File: src/rtl/clint_trap_ctrl.sv
// Core-local trap/interrupt sequencer: writes mepc/mstatus/mcause, stalls, then redirects.
// Optional macro CLINT_ASYNC_INT_EN enables the asynchronous interrupt path.
module clint_trap_ctrl #(
    parameter int          INT_W        = 8,
    parameter logic [31:0] ECALL_CAUSE  = 32'd11,
    parameter logic [31:0] EBREAK_CAUSE = 32'd3
) (
    input  logic             clk,
    input  logic             rst,
    input  logic [INT_W-1:0] int_flag_i,
    input  logic [31:0]      inst_i,
    input  logic [31:0]      inst_addr_i,
    input  logic             jump_flag_i,
    input  logic [31:0]      jump_addr_i,
    input  logic             hold_flag_i,
    input  logic             global_int_en_i,
    input  logic [31:0]      csr_mtvec_i,
    input  logic [31:0]      csr_mepc_i,
    input  logic [31:0]      csr_mstatus_i,
    output logic             we_o,
    output logic [31:0]      waddr_o,
    output logic [31:0]      data_o,
    output logic             hold_flag_o,
    output logic             int_assert_o,
    output logic [31:0]      int_addr_o
);

    localparam logic [31:0] INST_ECALL  = 32'h0000_0073;
    localparam logic [31:0] INST_EBREAK = 32'h0010_0073;
    localparam logic [31:0] INST_MRET   = 32'h3020_0073;
    localparam logic [31:0] CSR_MSTATUS = 32'h0000_0300;
    localparam logic [31:0] CSR_MEPC    = 32'h0000_0341;
    localparam logic [31:0] CSR_MCAUSE  = 32'h0000_0342;

    typedef enum logic [2:0] {
        S_IDLE, S_W_MEPC, S_W_MSTATUS, S_W_MCAUSE, S_ASSERT_TRAP, S_R_MSTATUS, S_ASSERT_MRET
    } state_e;

    state_e      state_q, state_d;
    logic [31:0] epc_q, epc_d, cause_q, cause_d;
    logic        is_ecall, is_ebreak, is_mret, accept;
    logic        async_req;
    logic [31:0] async_epc, async_cause;
    logic [31:0] mstatus_trap, mstatus_mret;

    assign is_ecall  = (inst_i == INST_ECALL);
    assign is_ebreak = (inst_i == INST_EBREAK);
    assign is_mret   = (inst_i == INST_MRET);
    // Events are only sampled in IDLE, out of reset, and when nobody else stalls the pipe.
    assign accept    = rst && (state_q == S_IDLE) && !hold_flag_i;

`ifdef CLINT_ASYNC_INT_EN
    assign async_req   = (|int_flag_i) && global_int_en_i;
    assign async_epc   = jump_flag_i ? jump_addr_i : inst_addr_i;
    assign async_cause = int_flag_i[0] ? 32'h8000_0007 : 32'h8000_000B;
`else
    logic unused_async;
    assign async_req    = 1'b0;
    assign async_epc    = 32'h0;
    assign async_cause  = 32'h0;
    assign unused_async = ^{int_flag_i, global_int_en_i, jump_flag_i, jump_addr_i};
`endif

    always_ff @(posedge clk) begin
        if (!rst) begin
            state_q <= S_IDLE;
            epc_q   <= 32'h0;
            cause_q <= 32'h0;
        end else begin
            state_q <= state_d;
            epc_q   <= epc_d;
            cause_q <= cause_d;
        end
    end

    always_comb begin
        state_d = state_q;
        epc_d   = epc_q;
        cause_d = cause_q;
        case (state_q)
            S_IDLE: begin
                if (accept) begin
                    if (is_ecall || is_ebreak) begin
                        state_d = S_W_MEPC;
                        epc_d   = inst_addr_i;
                        cause_d = is_ecall ? ECALL_CAUSE : EBREAK_CAUSE;
                    end else if (is_mret) begin
                        state_d = S_R_MSTATUS;
                    end else if (async_req) begin
                        state_d = S_W_MEPC;
                        epc_d   = async_epc;
                        cause_d = async_cause;
                    end
                end
            end
            S_W_MEPC:      state_d = S_W_MSTATUS;
            S_W_MSTATUS:   state_d = S_W_MCAUSE;
            S_W_MCAUSE:    state_d = S_ASSERT_TRAP;
            S_R_MSTATUS:   state_d = S_ASSERT_MRET;
            default:       state_d = S_IDLE;
        endcase
    end

    always_comb begin
        mstatus_trap    = csr_mstatus_i;
        mstatus_trap[7] = csr_mstatus_i[3];
        mstatus_trap[3] = 1'b0;
        mstatus_mret    = csr_mstatus_i;
        mstatus_mret[3] = csr_mstatus_i[7];
        mstatus_mret[7] = 1'b1;

        we_o         = 1'b0;
        waddr_o      = 32'h0;
        data_o       = 32'h0;
        int_assert_o = 1'b0;
        int_addr_o   = 32'h0;
        // Stall starts combinationally in the detect cycle and covers the redirect cycle.
        hold_flag_o  = (state_q != S_IDLE) || (state_d != S_IDLE);
        case (state_q)
            S_W_MEPC: begin
                we_o    = 1'b1;
                waddr_o = CSR_MEPC;
                data_o  = epc_q;
            end
            S_W_MSTATUS: begin
                we_o    = 1'b1;
                waddr_o = CSR_MSTATUS;
                data_o  = mstatus_trap;
            end
            S_W_MCAUSE: begin
                we_o    = 1'b1;
                waddr_o = CSR_MCAUSE;
                data_o  = cause_q;
            end
            S_R_MSTATUS: begin
                we_o    = 1'b1;
                waddr_o = CSR_MSTATUS;
                data_o  = mstatus_mret;
            end
            S_ASSERT_TRAP: begin
                int_assert_o = 1'b1;
                int_addr_o   = csr_mtvec_i;
            end
            S_ASSERT_MRET: begin
                int_assert_o = 1'b1;
                int_addr_o   = csr_mepc_i;
            end
            default: ;
        endcase
    end

endmodule

File: config.mk
export PLATFORM = sky130hd
export DESIGN_NAME = clint_trap_ctrl
export DESIGN_NICKNAME = d
export VERILOG_FILES = /design/src/rtl/clint_trap_ctrl.sv
export SDC_FILE = /design/constraint.sdc
export NUM_CORES = 1
export LEC_CHECK = 0
export ABC_CLOCK_PERIOD_IN_PS = 1790
export CORE_AREA = 2 2 117 119
export DETAILED_ROUTE_END_ITERATION = 8
export DIE_AREA = 0 0 119 121
export GPL_ROUTABILITY_DRIVEN = 0
export MAX_ROUTING_LAYER = met4
export PLACE_DENSITY = 0.66
export SLEW_MARGIN = 20
export SYNTH_ARGS = -nofsm -noshare
export SYNTH_HDL_FRONTEND = slang
export SYNTH_SLANG_ARGS = --single-unit
File: constraint.sdc
create_clock -name clk -period 1.79 [get_ports clk]
set_input_delay 0.358 -clock clk [delete_from_list [all_inputs] [get_ports clk]]
set_output_delay 0.358 -clock clk [all_outputs]
set_load 0.02 [all_outputs]
# Yosys cells after proc, flatten, opt, wreduce, memory -nomap -nowiden
# Cells that the tools add are included.
[word_totals]
regBits = 67
output_inout_bits = 99
elab_cells = 34
[op_classes]
n_eq_ne = 9
mux = 10
reduce_logical = 12
[ops]
columns = ["op", "count"]
rows = [
  ["$pmux 32 s4", 1],
  ["$pmux 32 s2", 1],
  ["$eq 32x21->1 const B", 1],
  ["$eq 32x30->1 const B", 1],
  ["$eq 32x7->1 const B", 1],
  ["$pmux 10 s3", 1],
  ["$pmux 3 s5", 1],
  ["$eq 3x3->1 const B", 3],
  ["$mux 3", 3],
  ["$eq 3x2->1 const B", 2],
  ["$reduce_bool 3->1", 2],
  ["$mux 4", 1],
  ["$reduce_or 2->1", 2],
  ["$reduce_or 4->1", 1],
  ["$eq 3x1->1 const B", 1],
  ["$logic_not 3->1", 1],
  ["$reduce_and 3->1", 1],
  ["$logic_and 1x1->1", 2],
  ["$logic_or 1x1->1", 2],
  ["$mux 1", 2],
  ["$logic_not 1->1", 1],
]

# Longest topological paths before layout
[depth]
depth_word = 7
depth_mapped = 7
ltp_nobuf = 4

# Worst setup path before layout
# Ideal clock, no wire load.
[synth_timing]
path_kind = "register to output"
start = "register state_q[0]"
end = "output data_o[24]"
arrival_ps = 1567
required_time_ps = 1432
slack_ps = -135
path_stages_with_launch = 6
cell_sequence = "dfxtp_1 buf_2 inv_1 nor3_1 clkbuf_1 a22o_1"
[synth_via]
elab_chain_cells = 2
word_cells_on_any_way = 5
classes_between = "eq/ne: 4; mux: 1"
[synth_lines]
columns = ["element", "line_no", "text"]
rows = [
  ["start: declaration", "39", "state_e state_q, state_d;"],
  ["start signal: assignment", "70", "state_q <= state_d;"],
  ["$eq 3x3->1 (tied with other cells)", "119", "case (state_q)"],
  ["$pmux 32 s4 (*)", "119", ""],
  ["end: declaration", "22", "output logic [31:0] data_o,"],
]
# Mark *: on every way between the ends. The rest lies on a longest branch, timed or not.

# Worst setup path in the final report
[layout_timing]
start = "register state_q[1]"
end = "output data_o[12]"
# Same word-level chain as after synthesis.

==> results <==
## synthesized netlist by cell type
cell	number	area, um^2
nor2_1	38	142.6
dfxtp_1	37	740.7
mux2i_1	35	350.3
nand4_1	35	219.0
a21oi_1	34	170.2
o31ai_1	34	255.2
buf_4	31	232.7
a22o_1	28	245.2
buf_2	21	105.1
clkbuf_1	16	60.06
nand2_1	6	22.52
inv_1	4	15.01
nor3_1	4	20.02
o21ai_0	4	20.02
and3_1	3	18.77
nor4_4	3	63.81
a22oi_1	2	15.01
and4_1	2	17.52
nor4_2	2	25.02
o21a_1	2	15.01
a21o_1	1	7.510
a31oi_1	1	6.260
a41oi_1	1	8.760
and2b_1	1	7.510
and3b_1	1	8.760
and4b_1	1	10.01
and4bb_1	1	12.51
buf_6	1	11.26
clkinv_1	1	3.750
conb_1	1	3.750
inv_2	1	3.750
nand3_1	1	5.000
nand3_2	1	10.01
nand4_4	1	21.27
nor3_2	1	10.01
nor4_1	1	6.260
or2_2	1	6.260
or4_1	1	7.510
xor2_1	1	8.760
## area by class of cell
| class | instances | area share, % |
|---|---|---|
| repair buffers | 316 | 47.74 |
| flip-flops and latches | 37 | 11.34 |
| clock buffers | 5 | 1.887 |
| inverters | 6 | 0.3397 |
| clock inverters | 3 | 0.2642 |
| well taps | 176 | 3.321 |
| multi-input cells | 274 | 35.10 |
## per-layer routing
| metal | track usage (%) | wire [um] |
|---|---|---|
| met5 | - | 0 |
| met4 | 6.250 | 391 |
| met3 | 4.605 | 1171 |
| met2 | 33.73 | 7589 |
| met1 | 18.23 | 5209 |
## flip-flops by register name, indices dropped and copies added, names as in the netlist
register and count:
cause_q 2, epc_q 32, state_q 3
## worst max-delay path: stages (launching register included)
cell     delay (ns)
dfxtp_4        0.37
inv_2          0.04
and3_4         0.17
a21o_4         0.20
buf_12         0.14
buf_12         0.13
a22o_4         0.21
buf_6          0.13
## worst paths after layout
kind,from,end,slack (ns)
worst max-delay path,state_q[1],data_o[12],-0.24
worst max register to register,state_q[2],epc_q[15],0.04
worst min register to register,epc_q[6],epc_q[6],0.47
worst min-delay path,epc_q[6],epc_q[6],0.47
## what timing repair did
item,4_1_cts,5_1_grt
gates cloned,6,7
resized for setup,316,158
buffers inserted,22,11
endpoints found under the setup margin,97,103
pin swaps,15,46
## logic make-up after synthesis
logic type      Yosys count
other cells               1
flops                    37
buf+inv                  75
simple gates            104
mux                      35
compound gates          107
xor+xnor                  1
## power breakdown
| group | switching [mW] | internal (mW) |
|---|---|---|
| registers | 0.000000000232 | 0.819 |
| clock network | 0.344 | 0.510 |
| logic | 0.180 | 0.339 |
==> flow_metrics.py <==
metrics = {
    "clocking": {
        "cts_inserted_buffers": 5,
        "cts_max_path_buffers": 2,
        "cts_tree": "built",
        "clk_latency_ns": 0.28,
        "cts_sinks": 37,
        "root_buffer": "clkbuf_16",
        "hold_buffers": 0,
        "h-tree-depth": 2,
        "clk_transition_reported_paths_ns": 0.06,
    },
    "power_and_ir_drop": {
        "p_leak_nw": 2.624,
        "p_per_area_nw_per_um2": 330.5,
        "design_power_total_mw": 2.192,
        "peakVddDrop_uv": 322.4,
    },
    "placed_design": {
        "port_buffers": 234,
        "placed_cells": 767,
        "dp_hpwl_um": 9576,
        "dp_slack_ns": -0.3607,
        "placed_cell_area_um2": 5552,
    },
    "worst_setup_path": {
        "critPathKind": "flip-flop to output pin",
        "cp-end-kind": "output pin",
        "startpoint_type": "flip-flop",
        "cp_max_fo": 5,
        "cp.arrival_ns": 1.67,
        "critPathRequiredTime_ns": 1.43,
        "reg2reg_depth": 9,
    },
    "run": {
        "maxCapViolCount": 0,
    },
    "die": {
        "die_h_um": 121,
        "die_x_um": 119,
        "core_area_um2": 13090,
        "num_rows": 42,
        "start_util_pct": 22.26,
        "die_area_um2": 14400,
        "ios": 304,
    },
    "layout": {
        "multi_input_area_um2": 2327,
        "seq_area_um2": 752.0,
        "antenna_cells": 0,
        "most-common-layout-cells": "clkdlybuf4s50_1, buf_4, buf_6",
        "fin_cells": 817,
        "fillers": 1182,
        "nets": 845,
        "drive_above_1_share_pct": 35.10,
        "utilization_pct": 50.67,
        "final_common_cell": "clkdlybuf4s50_1",
        "area_growth_syn_to_layout_pct": 127.6,
        "design_area_um2": 6630,
    },
    "timing": {
        "whs_ns": 0.4692,
        "fmax_mhz": 492.7,
        "tns_ns": -7.957,
        "setup_viol_count_final": 47,
        "hold_viol_final": 0,
        "drv_slew": 0,
        "finClkSkew_ns": 0.004680,
        "layout_min_cycle_time_ns": 2.030,
        "setup_ws_ns": -0.2395,
        "grt_setup_unrepaired": "true",
        "fin_crit_sh_pct": 113.4,
    },
    "synthesis": {
        "synthCells": 360,
        "ys_warn_count": 0,
        "synth.cell_area_um2": 2913,
        "synth_top_family_by_area": "compound AO/OA/AOI/OAI gates",
        "seq_area_frac_synth_pct": 25.43,
        "synth.avg_cell_area_um2": 8.091,
        "synth_xor_xnor_area_share_pct": 0.3007,
        "post_synth_mux_area_share_pct": 12.03,
        "synthAdderAreaFrac_pct": 0,
        "synth_seq_cells": 37,
        "yosys.area_share.simple_pct": 21.78,
        "synth_compound_area_share_pct": 25.52,
        "yosys.cell_types.count": 39,
    },
    "drt": {
        "drt_iter0_markers": 117,
        "drc": 0,
        "vias_per_cell": 4.843,
        "drt_pass1_iterations": 4,
        "wl_per_cell_um": 17.58,
        "num_vias": 3957,
        "routed_wl_um": 14360,
        "ant_nets": 0,
    },
    "global_route": {
        "track_usage_pct": 18.03,
        "grt_pass1_wl_um": 20250,
        "antenna_found_initial": 0,
        "grt_max_degree": 34,
        "overflow": 0,
        "grt_pass1_vias": 4105,
    },
    "worst_hold_path": {
        "min_path_cells": 2,
        "hp-class": "flip-flop to flip-flop",
    },
    "run_status": {
        "violations": "negative setup slack",
        "outcome": "complete, but fails checks",
    },
}
Power figures use the tool's default switching activity.
